**src/rtl/pwm_deadtime.sv**
```systemverilog
// rtl/pwm_deadtime.sv - half-bridge gate driver with programmable dead time and latched over-current fault
module pwm_deadtime #(
    parameter int DT_W = 6
) (
    input  logic            clk,
    input  logic            rst_n,
    input  logic            PWM_sig,
    input  logic            en,
    input  logic [DT_W-1:0] dead_time,
    input  logic            ovr_I,
    input  logic            clr_flt,
    output logic            high_out,
    output logic            low_out,
    output logic            fault_latched
);

    typedef enum logic [2:0] {
        OFF  = 3'd0,
        DEAD = 3'd1,
        HI   = 3'd2,
        LO   = 3'd3,
        FLT  = 3'd4
    } state_t;

    state_t          state, state_nxt;
    logic            pwm_q, pwm_prev;
    logic [DT_W-1:0] cnt, cnt_nxt;

    always_ff @(posedge clk or negedge rst_n) begin
        if (!rst_n) begin
            state         <= OFF;
            pwm_q         <= 1'b0;
            pwm_prev      <= 1'b0;
            cnt           <= '0;
            high_out      <= 1'b0;
            low_out       <= 1'b0;
            fault_latched <= 1'b0;
        end else begin
            state         <= state_nxt;
            pwm_q         <= PWM_sig;
            pwm_prev      <= pwm_q;
            cnt           <= cnt_nxt;
            // Gate outputs are decoded from the next state so they are plain flops aligned with state.
            high_out      <= (state_nxt == HI);
            low_out       <= (state_nxt == LO);
            fault_latched <= (state_nxt == FLT);
        end
    end

    always_comb begin
        state_nxt = state;
        cnt_nxt   = cnt;
        if (ovr_I) begin
            state_nxt = FLT;
        end else if (!en && state != FLT) begin
            state_nxt = OFF;
        end else begin
            case (state)
                OFF: begin
                    state_nxt = DEAD;
                    cnt_nxt   = dead_time;
                end
                DEAD: begin
                    // A PWM edge inside the dead window restarts the full interval.
                    if (pwm_q != pwm_prev) begin
                        cnt_nxt = dead_time;
                    end else if (cnt <= DT_W'(1)) begin
                        state_nxt = pwm_q ? HI : LO;
                    end else begin
                        cnt_nxt = cnt - DT_W'(1);
                    end
                end
                HI: begin
                    if (!pwm_q) begin
                        state_nxt = DEAD;
                        cnt_nxt   = dead_time;
                    end
                end
                LO: begin
                    if (pwm_q) begin
                        state_nxt = DEAD;
                        cnt_nxt   = dead_time;
                    end
                end
                FLT: begin
                    if (clr_flt) begin
                        state_nxt = OFF;
                    end
                end
                default: begin
                    state_nxt = OFF;
                end
            endcase
        end
    end

endmodule

```
**config.mk**
```make
export PLATFORM = sky130hd
export DESIGN_NAME = pwm_deadtime
export DESIGN_NICKNAME = d
export VERILOG_FILES = /design/src/rtl/pwm_deadtime.sv
export SDC_FILE = /design/constraint.sdc
export NUM_CORES = 1
export LEC_CHECK = 0
export ABC_AREA = 1
export BUFFER_PORTS_ARGS = -buffer_cell sky130_fd_sc_hd__clkbuf_2
export CAP_MARGIN = 15
export CORE_MARGIN = 2
export CORE_UTILIZATION = 40
export DETAILED_ROUTE_END_ITERATION = 12
export PLACE_DENSITY_LB_ADDON = 0.08
export SETUP_SLACK_MARGIN = 0.2
export SYNTH_ARGS = -nofsm -noshare
export SYNTH_HDL_FRONTEND = slang
export SYNTH_SLANG_ARGS = --single-unit
```
**constraint.sdc**
```tcl
create_clock -name clk -period 2.5 [get_ports clk]
set_input_delay 0.25 -clock clk [delete_from_list [all_inputs] [get_ports clk]]
set_output_delay 0.25 -clock clk [all_outputs]
set_load 0.01 [all_outputs]
```
# --- Yosys cells after proc, flatten, opt, wreduce, memory -nomap -nowiden ---
# Cells that the tools add are included.
classes:
  add_sub_neg: 1
  order_cmp: 1
  n_eq_ne: 12
  mux: 14
  bitwise_logic: 2
  n_reduce_logical: 5
ops:
  columns: ["op", "n"]
  rows:
  - ["6-bit two-way mux", 4]
  - ["6-bit one-hot mux with 4 select lines", 1]
  - ["3-bit two-way mux", 7]
  - ["3-bit one-hot mux with 5 select lines", 1]
  - ["3-bit by 2-bit == test with 1-bit output, second input constant", 4]
  - ["3-bit == test, second input constant", 2]
  - ["6-bit by 1-bit <= comparator with 1-bit output, second input constant", 1]
  - ["3-bit inequality test, second input constant", 2]
  - ["6-bit AND reduction", 1]
  - ["6-bit by 1-bit subtractor with 6-bit output, second input constant", 1]
  - ["2-bit inequality test, second input constant", 2]
  - ["4-bit nonzero test", 1]
  - ["3-bit by 1-bit == test with 1-bit output, second input constant", 1]
  - ["3-bit zero test", 1]
  - ["1-bit inverter", 2]
  - ["1-bit logical AND", 1]
  - ["1-bit zero test", 1]
  - ["1-bit two-way mux", 1]
  - ["1-bit inequality test", 1]
word_totals:
  ff_bits: 14
  output_inout_bits: 3

# --- Depth between registers and ports, before layout ---
logic_depth:
  depth_word: 7
  mapped_depth: 9
  ltp_nobuf: 9

# --- Worst setup path before layout ---
# OpenSTA, ideal clock, no wires.
synth_path:
  kind: "register to register"
  from: "register cnt[0]"
  to: "register cnt[5]"
  setup_time_ns: 0.065
  arrival_ns: 1.276
  required_time_ns: 2.435
  setup_slack_ns: 1.159
  stages_incl_launch_ff: 10
  path_buffers: 0
  synth_period_minus_slack_ns: 1.341
  path_cell_list: "dfrtp_1 -> inv_1 -> ha_1 -> o21ai_1 -> nor2_4 -> nand2_4 -> nand3_4 -> inv_4 -> nand2_1 -> nand2_1"
synth_between:
  elab_chain_len: 4
  elab_cells_between_ends: 7
synth_rtl:
  columns: ["item", "line_no", "rtl"]
  rows:
  - ["start: declaration", "27", "logic [DT_W-1:0] cnt, cnt_nxt;"]
  - ["start signal: assignment", "42", "cnt <= cnt_nxt;"]
  - ["6-bit by 1-bit subtractor with 6-bit output", "70", "cnt_nxt = cnt - DT_W'(1);"]
  - ["6-bit two-way mux", "67", "end else if (cnt <= DT_W'(1)) begin"]
  - ["6-bit two-way mux", "65", "if (pwm_q != pwm_prev) begin"]
  - ["6-bit one-hot mux with 4 select lines", "58", "case (state)"]
# Parallel ways exist; a longest one is shown, timed or not. The select of a mux whose other input is x is not followed.
# A chain may end at the register's enable or synchronous reset.

# --- Final worst setup path ---
layout_path:
  from: "register cnt[0]"
  to: "register cnt[0]"
# The elaborated chain is that of the path after synthesis.

==> results <==
- The run finished with clean final reports.
- The part of the power in combinational logic is 25.5%.
- Synthesis produced a netlist with a net count of 127.
- Setup repair after global routing left no endpoint under its margin.
- After detailed routing, the met3 layer carries 79 um of wire.
- Measured in cells, the most critical reg-to-reg path has a length of 9.
- The clock period could shrink to 1.46 ns.
- The initial antenna violation count was 0.
- After synthesis, the share of flip-flops with an asynchronous set or reset is 100%.
- The detailed placement HPWL is 1270 um.
- The count of placed standard cells including taps is 154.
- The worst path meets setup with 1.04 ns of slack.
- For this block, the via count after detailed routing is 709.
- The largest driver fanout on the critical path is 6.
- The setup violation total in the final timing report is 0.
- The final total negative setup slack is 0 ns.
- The clock drives 14 sinks.
- The clock latency of the later-clocked register in the worst-skew pair is 0.27 ns.
- The floorplan has 16 rows.
- The post-CTS setup-driven buffer insertion count is 0.
- The number of DRC violations after detailed routing is 0.
- In this run the static leakage power is 0.000570 uW.
- In the final routing, the length of wire on met1 measures 805 um.
- The floorplan die height is 50.5 um.
- The worst setup slack for register-to-register paths is 1.04 ns.
- Compared with the post-synthesis result, the final layout area differs by 17.4%.
- Counting every instance in the synthesized netlist gives 113.
- Counting along the longest clock path gives a buffer depth of 2.
- The worst setup path is launched from a register.
- The root buffer cell is clkbuf_4.
- The count of port buffers added during placement is 14.
- The signal on the critical path passes through inv_1 -> ha_1 -> o21ai_1 -> nor2_4 -> nand2_4 -> nand3_4 -> inv_4 -> nand2_1 -> nand2_1.
- The number of buffers inserted during clock tree synthesis is 3.
- The cell internal power dissipation is 405 uW.
- The critical path start-end classification is reg2reg.
- Once layout is complete, the cells apart from fillers number 159.
- The post-route clock period utilization is 58.5%.
- Counting the fill cells in the layout gives 217.
- For this run, the top clock speed supported by timing is 0.684 GHz.
- In this run, the clock network consumes 26.6% of the power.
- At the end of the flow, the number of nets in the layout was 147.
- The first global-routing pass estimated 2760 um of wire.
- Counting flops with a built-in enable in the synthesized netlist gives 0.
- The slew at the pin with the worst max-slew slack is 0.343 ns.
- After synthesis, flip-flops and latches occupy 40.6% of the total area.
- The post-route core utilization is 50.6%.
- Dividing the detail-routed wire length by the instance count gives 9.94 um.
- The number of routed nets with antenna violations is 0.
- In this run the power density over the cells is 585 nW/um2.
- The number of stages on the worst hold path is 1.
- The post-route netlist has 26.5% of its cells at a drive strength greater than 1.
- The number of iterations in the first detailed-routing pass is 5.
- The kind of end point of the critical path is a register.
- After detailed routing, the met2 layer carries 681 um of wire.
- In this run the critical register-to-register path is launched from cnt[0]$_DFFE_PN0P_.
- The number of endpoints with negative hold slack in the final report was 0.
- The overall die width is 50.5 um.
- The tool flagged a number of max-cap violations equal to 0.
- The overall routed net length is 1580 um.
- At the end of routability-driven placement, the weighted congestion stood at 0.787.
- VDD sags by at most 0.000364 V.
- In this run the top signal layer used is met4.
- The repair_antennas step left the layout with diodes totalling 0.
- The post-layout total power is 592 uW.
- Entering global routing, the biggest net connects 15 pins.
- The distinct cell type count of the synthesized netlist is 24.
- The TritonCTS clock tree is done.
- Before CTS, the worst setup slack after placement is 1.03 ns.
- The mean post-synth cell area is 7.64 um2.
- The initial utilization of the core area, before any placement, comes to 43.1%.
- The capturing point of the worst reg2reg path is cnt[0]$_DFFE_PN0P_.
- Global routing used 14.4% of the available tracks across all layers.
- Using the TritonRoute via totals, the vias-per-cell ratio works out to 4.46.
- Global routing finished with a remaining overflow of 0.
- After the first detailed-routing iteration, the DRC count stood at 14.
- The cell type of the slowest stage on the worst timing path is dfrtp_1.
- Of the total power, registers draw 47.9%.
- The total die area is 2550 um2.
- The worst hold path class is in2reg.
- The flip-flop and latch count after synthesis is 14.
- The cell repeated most along the worst path is nand2_1.
- On the worst path, the slowest cell contributes a delay of 0.39 ns.
- In this design, the largest share of critical-path delay is due to flip-flops.
- CTS built an H-tree with a depth of 1.
- The number of max-slew violations in the final report came to 0.
- Data arrives at the worst endpoint at 1.68 ns.
- The data required time of the critical path is 2.72 ns.
- Net switching is 31.6% of the power.
- The worst slew slack as a fraction of its limit is 77.1%.
- In this run the most critical hold path is launched from PWM_sig.
- The cell area that synthesis handed to floorplanning was 863 um2.
- In this run the power spent charging and discharging nets is 187 uW.
- The core region is 2000 um2.
- The setup clock skew after layout is 0.00286 ns.
- The clock-pin slew of the registers on the worst-case setup and hold paths is 0.08 ns.
- The endpoint with the worst hold slack is pwm_q$_DFF_PN0_.
- During synthesis, Yosys emitted a total of 0 warnings.
- The top-level port count is 15.
- The predominant post-synthesis flop cell is dfrtp_1.
- Counting both buffers and inverters, the worst setup path holds a total of 2.
- The number of global-route vias before repair was 646.
-- state kept, by name (all words and copies together) (netlist names) --
| name | count |
|---|---|
| pwm_prev | 1 |
| cnt | 6 |
| low_out | 1 |
| state | 3 |
| fault_latched | 1 |
| pwm_q | 1 |
| high_out | 1 |
-- cells in the mapped netlist (2+ instances only) --
| master | number | area, um2 |
|---|---|---|
| dfrtp_1 | 14 | 350 |
| nor2_4 | 2 | 22.5 |
| inv_2 | 3 | 11.3 |
| nand2_1 | 42 | 158 |
| nand2_2 | 4 | 25.0 |
| xnor2_1 | 2 | 17.5 |
| a21oi_1 | 2 | 10.0 |
| nand3_1 | 3 | 15.0 |
| inv_1 | 10 | 37.5 |
| ha_1 | 2 | 25.0 |
| nand2_4 | 2 | 22.5 |
| o21ai_0 | 6 | 30.0 |
| clkinv_1 | 2 | 7.51 |
| nor2_1 | 9 | 33.8 |
-- routing by layer --
layer | up-vias | GRT usage, %
li1 | 387 | -
met1 | 306 | 20.5
met2 | 14 | 21.1
met3 | 2 | 5.36
met4 | 0 | 2.70
met5 | - | 0
-- power groups by stage --
stage	clock network, uW	registers [uW]	logic [uW]
2_1_floorplan	0	281	118
3_3_place_gp	0	287	153
3_5_place_dp	0	288	151
4_1_cts	166	284	154
5_1_grt	182	289	176
6_report	157	284	151
-- cell families after synthesis --
group | count (synthesis) | share of synthesized area, %
buffers and inverters | 16 | 7.25
AO/OA/AOI/OAI | 12 | 7.83
adder cells (fa/ha/maj) | 2 | 2.90
AND/OR/NAND/NOR | 67 | 39.4
XOR/XNOR | 2 | 2.03
flip-flops | 14 | 40.6
-- placed cells by master (no fill, tap or decap), types with 3 or more instances in the layout --
cell type / synthesis / final
nand2_2: 4 / 4
dfrtp_1: 14 / 14
inv_1: 10 / 10
o21ai_0: 6 / 6
nor2_1: 9 / 9
inv_2: 3 / 3
clkbuf_2: 0 / 14
clkbuf_4: 0 / 3
nand2_1: 42 / 42
nand3_1: 3 / 3
-- cell type report --
| type | instances | area, um2 | area share [%] |
|---|---|---|---|
| multi-input combinational | 83 | 450 | 44.4 |
| sequential | 14 | 350 | 34.6 |
| timing repair buffer | 15 | 80.1 | 7.90 |
| inverter | 16 | 62.6 | 6.17 |
| clock buffer | 4 | 36.3 | 3.58 |
| tap | 27 | 33.8 | 3.33 |
-- worst max-delay path by stage --
stage / start / endpoint / cells after the start
2_1_floorplan: cnt[0]$_DFFE_PN0P_ / cnt[5]$_DFFE_PN0P_ / 9
3_3_place_gp: cnt[0]$_DFFE_PN0P_ / cnt[5]$_DFFE_PN0P_ / 9
3_5_place_dp: cnt[0]$_DFFE_PN0P_ / cnt[0]$_DFFE_PN0P_ / 9
4_1_cts: cnt[0]$_DFFE_PN0P_ / cnt[0]$_DFFE_PN0P_ / 9
5_1_grt: cnt[0]$_DFFE_PN0P_ / cnt[2]$_DFFE_PN0P_ / 9
6_report: cnt[0]$_DFFE_PN0P_ / cnt[0]$_DFFE_PN0P_ / 9
-- stage by stage --
step	area, um2	hold WS, ns
after floorplan	863	-0.0456
after global placement	967	0.177
after detailed placement	967	0.172
after CTS	1010	0.0677
after global routing	1010	0.0503
final	1010	0.0752
-- what timing repair did --
action                                 CTS  global route
endpoints found under the hold margin   14             0
hold buffers                             1             0
gates resized for setup                  0             0
(Power assumes the default switching activity.)
